`config.mk`:
```
export PLATFORM = sky130hd
export DESIGN_NAME = div_radix2_flat
export DESIGN_NICKNAME = d
export VERILOG_FILES = /design/src/rtl/div_radix2_if.sv /design/src/rtl/div_radix2.sv /design/src/flat_wrapper.sv
export SDC_FILE = /design/constraint.sdc
export NUM_CORES = 1
export LEC_CHECK = 0
export CORE_MARGIN = 2
export CORE_UTILIZATION = 62
export DETAILED_ROUTE_END_ITERATION = 7
export PLACE_DENSITY = 0.87
export SYNTH_ARGS = -nofsm -noshare
export SYNTH_HDL_FRONTEND = slang
export SYNTH_SLANG_ARGS = --single-unit
```
`constraint.sdc`:
```
create_clock -name clk -period 10.5 [get_ports clk]
set_input_delay 1.575 -clock clk [delete_from_list [all_inputs] [get_ports clk]]
set_output_delay 1.575 -clock clk [all_outputs]
set_load 0.02 [all_outputs]
```
`src/rtl/div_radix2_if.sv`:
```
// rtl/div_radix2_if.sv - pipeline-to-divider handshake, operands and HI/LO result
interface div_radix2_if;
   logic        start;
   logic        signed_div;
   logic [31:0] opdata1;
   logic [31:0] opdata2;
   logic        annul;
   logic [63:0] result;
   logic        ready;
   logic        div_stall;

   modport master (
      output start, signed_div, opdata1, opdata2, annul,
      input  result, ready, div_stall
   );

   modport slave (
      input  start, signed_div, opdata1, opdata2, annul,
      output result, ready, div_stall
   );
endinterface

```
`src/rtl/div_radix2.sv`:
```
// rtl/div_radix2.sv - 32-bit radix-2 restoring divider (DIV/DIVU) for the E stage
module div_radix2 (
   input  logic        clk,
   input  logic        resetn,
   div_radix2_if.slave bus
);

   localparam logic [1:0] IDLE   = 2'd0;
   localparam logic [1:0] BYZERO = 2'd1;
   localparam logic [1:0] ON     = 2'd2;
   localparam logic [1:0] END    = 2'd3;

   logic [1:0]  state;
   logic [5:0]  cnt;
   logic [64:0] rem_q;
   logic [31:0] divisor;
   logic        sgn_mode;
   logic        sign1;
   logic        sign2;
   logic [63:0] result_r;

   logic [64:0] shifted;
   logic [32:0] trial;
   logic [64:0] step;
   logic [31:0] q_fix;
   logic [31:0] r_fix;
   logic [31:0] mag1;
   logic [31:0] mag2;
   logic        ready_w;

   // One restoring step: shift, trial-subtract, keep the trial only if it did not go negative.
   always_comb begin
      shifted = rem_q << 1;
      trial   = shifted[64:32] - {1'b0, divisor};
      step    = trial[32] ? shifted : {trial, shifted[31:1], 1'b1};
      q_fix   = (sgn_mode && (sign1 ^ sign2)) ? -step[31:0] : step[31:0];
      r_fix   = (sgn_mode && sign1) ? -step[63:32] : step[63:32];
      mag1    = (bus.signed_div && bus.opdata1[31]) ? -bus.opdata1 : bus.opdata1;
      mag2    = (bus.signed_div && bus.opdata2[31]) ? -bus.opdata2 : bus.opdata2;
   end

   always_ff @(posedge clk or negedge resetn) begin
      if (!resetn) begin
         state    <= IDLE;
         cnt      <= 6'd0;
         rem_q    <= 65'd0;
         divisor  <= 32'd0;
         sgn_mode <= 1'b0;
         sign1    <= 1'b0;
         sign2    <= 1'b0;
         result_r <= 64'h0;
      end else begin
         case (state)
            IDLE: begin
               if (bus.start && !bus.annul) begin
                  if (bus.opdata2 == 32'd0) begin
                     state <= BYZERO;
                  end else begin
                     state    <= ON;
                     rem_q    <= {33'd0, mag1};
                     divisor  <= mag2;
                     sgn_mode <= bus.signed_div;
                     sign1    <= bus.opdata1[31];
                     sign2    <= bus.opdata2[31];
                     cnt      <= 6'd0;
                  end
               end
            end
            BYZERO: begin
               if (bus.annul) begin
                  state <= IDLE;
               end else begin
                  state    <= END;
                  result_r <= 64'h0;
               end
            end
            ON: begin
               if (bus.annul) begin
                  state <= IDLE;
               end else begin
                  rem_q <= step;
                  cnt   <= cnt + 6'd1;
                  // Sign fixup rides on the last step so result is final on END entry.
                  if (cnt == 6'd31) begin
                     state    <= END;
                     result_r <= {r_fix, q_fix};
                  end
               end
            end
            END: begin
               state <= IDLE;
            end
         endcase
      end
   end

   assign ready_w       = (state == END);
   assign bus.ready     = ready_w;
   assign bus.result    = result_r;
   assign bus.div_stall = bus.start & ~ready_w;

endmodule

```
`src/flat_wrapper.sv`:
```
// flat-port wrapper written by rule: the top's interface ports become plain ports
module div_radix2_flat 
  (clk, resetn, bus_start, bus_signed_div, bus_opdata1, bus_opdata2, bus_annul, bus_result, bus_ready, bus_div_stall);
  div_radix2_if bus_i ();
  input  logic clk;
  input  logic resetn;
  input wire logic [$bits(bus_i.start)-1:0] bus_start;
  input wire logic [$bits(bus_i.signed_div)-1:0] bus_signed_div;
  input wire logic [$bits(bus_i.opdata1)-1:0] bus_opdata1;
  input wire logic [$bits(bus_i.opdata2)-1:0] bus_opdata2;
  input wire logic [$bits(bus_i.annul)-1:0] bus_annul;
  output wire logic [$bits(bus_i.result)-1:0] bus_result;
  output wire logic [$bits(bus_i.ready)-1:0] bus_ready;
  output wire logic [$bits(bus_i.div_stall)-1:0] bus_div_stall;
  assign bus_i.start = bus_start;
  assign bus_i.signed_div = bus_signed_div;
  assign bus_i.opdata1 = bus_opdata1;
  assign bus_i.opdata2 = bus_opdata2;
  assign bus_i.annul = bus_annul;
  assign bus_result = bus_i.result;
  assign bus_ready = bus_i.ready;
  assign bus_div_stall = bus_i.div_stall;
  div_radix2 u_core (.clk(clk), .resetn(resetn), .bus(bus_i));
endmodule
```
==> summary.md <==
| Metric | Value |
|---|---|
| Critical path's slowest cell | `buf_4` |
| Row Count | `51` |
| Layout Nets | `1741` |
| Final TNS setup | `0 ns` |
| Cts hold-fix bufs | `0` |
| Crit. End Element | `flop` |
| Hold slack | `~0.48 ns` |
| Core area | `approximately 0.019 mm2` |
| H-tree levels | `4` |
| Clk sinks | `171` |
| Cell Area, Synth | `~0.012 mm2` |
| Slew @ Worst Pin | `1.11 ns` |
| RSZ-0062 raised after global routing | `no` |
| Die Wd | `144 um` |
| TritonCTS clock tree | `done` |
| Seq cells post-synth | `171` |
| GR Overflow Total | `0` |
| Filler Cell Count | `1489` |
| Status | `complete, no violations` |
| Final Setup Violations | `0` |
| Most frequent cell on the critical path | `inv_1` |
| Ant diodes | `0` |
| First-pass GRT wire length | `54800 um` |
| Critical path launch point | `u_core.rem_q[31]` |
| Initial core utilization | `62.8%` |
| Clk pin slew, worst setup/hold paths | `0.07 ns` |
| Minimum clock period | `6.04 ns` |
| WP data required | `10.85 ns` |
| Max Slew Vio Count | `0` |
| CP max stage delay | `0.51 ns` |
| Syn Area/Cell | `7.87 um2` |
| Sequential-to-total area share from yosys stat | `35.3%` |
| Most common cell after layout, fill and taps aside | `nand2_1` |
| Seq. cell area | `0.00428 mm2` |
| Number of synthesized flops with an enable pin | `0` |
| Multi-input logic area | `0.00739 mm2` |
| I/O Pins | `135` |
| PwrDens | `approximately 260 mW/mm2` |
| Die area | `0.0207 mm2` |
| Die H | `144 um` |
| Synth unique cells | `73` |
| Syn_nets | `1654` |
| Type of origin of the critical path | `flop` |
| Resize count post-CTS | `0` |
| Ys Warns | `0` |
| Initial antenna violation count | `0` |
| Commonest cells after routing, fill and taps aside | `nand2_1, o21ai_0, dfrtp_1` |
| Lkg Pwr | `6.02 nW` |
| Final period util | `57.5%` |
| Setup CP Type | `flop to flop` |
| HPWL after detailed placement | `25100 um` |
| Pre-antenna DRT Iters | `6` |
| Number of buffers created by CTS | `17` |
| Layout area overhead | `17.1%` |
| Critical Path Fanout Max | `47` |
| Main synth FF type | `dfrtp_1` |
| Final antenna-violating net count | `0` |
| Port Buffers | `134` |
| DR DRC count | `0` |
| Global-route usage over all layers | `~33%` |
| Clk_skew | `0.0128 ns` |
| CP arrival | `6.39 ns` |
| Clock Path Buffers | `2` |
| Worst rel slew slack | `26.0%` |
| Vias in the first global route | `11000` |
| WL/cell | `17.7 um` |
| Synth Instances | `roughly 1500` |
| Max rail drop VDD | `0.239 mV` |
| Final hold vios | `0` |
| Max Cap Viol | `0` |
| Vias/cell | `6.27` |
| CTS Root Cell | `clkbuf_16` |
| Layout cell share with drive strength beyond 1 | `a little under 4%` |
| Min-Delay Path Class | `flop to flop` |
| Min-Delay Startpoint | `u_core.bus.result[23]` |
| Vias | `12000` |
| Drt total wl | `33800 um` |
| RePlAce Congestion | `0.945` |
| Fmax | `166 MHz` |
| Async set-reset flop share out of synthesis | `100%` |
| Clock Latency Late Sink | `0.44 ns` |
| RR Startpoint | `u_core.rem_q[31]` |
| Post-CTS Setup Bufs | `0` |
| Cell Chain, Critical Path | `inv_1 > ha_1 > inv_1 > fa_1 > a211oi_1 > o211ai_1 > and4_1 > o211a_1 > o21a_1 > nor2_4 > buf_4 > inv_1 > buf_4 > nand2_1 > o21ai_0 > inv_1 > ha_1 > nand4b_1 > nor3_1 > a41oi_1 > nor3_1 > a21oi_1 > xor2_1 > o21ai_0` |
| Largest net degree at the start of global routing | `106` |
| Iter 0 DRT Violations | `1236` |
-- report_power, final --
part	switching [W]	internal [W]	total, W
Sequential	0.000187	0.000886	0.00107
Clock	0.000290	0.000343	0.000633
Combinational	0.00120	0.000727	0.00193
Total	0.00168	0.00196	0.00363
-- layer usage --
metal	track usage, %	wire length [um]
met1	47.6	14900
met2	51.2	15100
met3	6.43	3010
met4	10.6	845
met5	0	0
-- final cells by class --
type	instances	area share [%]
tap	265	2.33
clock inverter	14	1.07
inverter	52	1.37
timing repair buffer	145	10.0
multi-input combinational	1242	52.0
clock buffer	18	3.09
sequential	171	30.1
-- Yosys cell counts, drive strengths merged (5+ instances only) --
library cell | number | area (um2)
a21o | 9 | 68.8
nor3 | 42 | 221
nand3 | 14 | 70.1
a211o | 5 | 43.8
a21oi | 125 | 641
o41ai | 8 | 77.6
o21ai | 218 | 1090
a31oi | 16 | 100
nand2b | 6 | 37.5
o21a | 12 | 90.1
mux2i | 33 | 334
and3 | 8 | 50.1
a211oi | 13 | 97.6
ha | 42 | 526
xnor2 | 53 | 464
o211ai | 6 | 45.0
clkbuf | 65 | 244
dfrtp | 171 | 4280
nor4 | 22 | 153
inv | 51 | 191
nor2 | 124 | 465
nand4 | 12 | 75.1
or3 | 26 | 164
and2 | 15 | 93.8
nand2 | 261 | 980
a2111oi | 6 | 52.6
o31ai | 24 | 180
buf | 12 | 60.1
xor2 | 76 | 666
or4 | 11 | 86.3
nor2b | 6 | 37.5
-- final timing paths --
path | cells past startpoint | slack [ns] | to
worst max-delay path | 24 | 4.46 | u_core.bus.result[62]
worst min-delay path | 2 | 0.48 | u_core.bus.result[23]
worst max register to register | 24 | 4.46 | u_core.bus.result[62]
worst min register to register | 2 | 0.48 | u_core.bus.result[23]
max in group asynchronous | 2 | 7.87 | u_core.divisor[4]
min in group asynchronous | 1 | 1.24 | u_core.bus.result[17]
-- cell families after synthesis --
logic type,share of synthesized area [%]
DFF,35.3
and+or+nand+nor,20.9
AOI/OAI and AO/OA,23.1
muxes,2.85
adders and majority gates,4.49
buffers and inverters,4.11
xor gates and xnor gates,9.31
-- registers in the layout (all words and copies together), names as in the netlist --
| register | flops |
|---|---|
| u_core.sign1 | 1 |
| u_core.rem_q | 64 |
| u_core.sgn_mode | 1 |
| u_core.divisor | 32 |
| u_core.sign2 | 1 |
| u_core.bus.result | 64 |
| u_core.state | 2 |
| u_core.cnt | 6 |
-- metrics by stage --
| step | util (%) | worst slack (ns) | area (um2) | std cells | power [W] |
|---|---|---|---|---|---|
| 6_report | 73.5 | 4.46 | 14200 | 1907 | 0.00363 |
| 5_1_grt | 73.5 | 4.01 | 14200 | 1907 | 0.00389 |
| 4_1_cts | 73.5 | 4.61 | 14200 | 1907 | 0.00360 |
| 3_5_place_dp | 70.5 | 4.30 | 13600 | 1875 | 0.00296 |
| 3_3_place_gp | 70.5 | 4.54 | 13600 | 1875 | 0.00290 |
| 2_1_floorplan | - | 5.49 | 12100 | 1542 | 0.00233 |
-- critical path, delay by kind of cell (launching register included) --
kind / cells / cell delay, ns
DFF: 1 / 0.42
AOI/OAI and AO/OA: 8 / 1.74
buffers and inverters: 6 / 1.23
adders and majority gates: 3 / 0.89
xor gates and xnor gates: 1 / 0.17
and+or+nand+nor: 6 / 1.48
(Power assumes the default switching activity.)
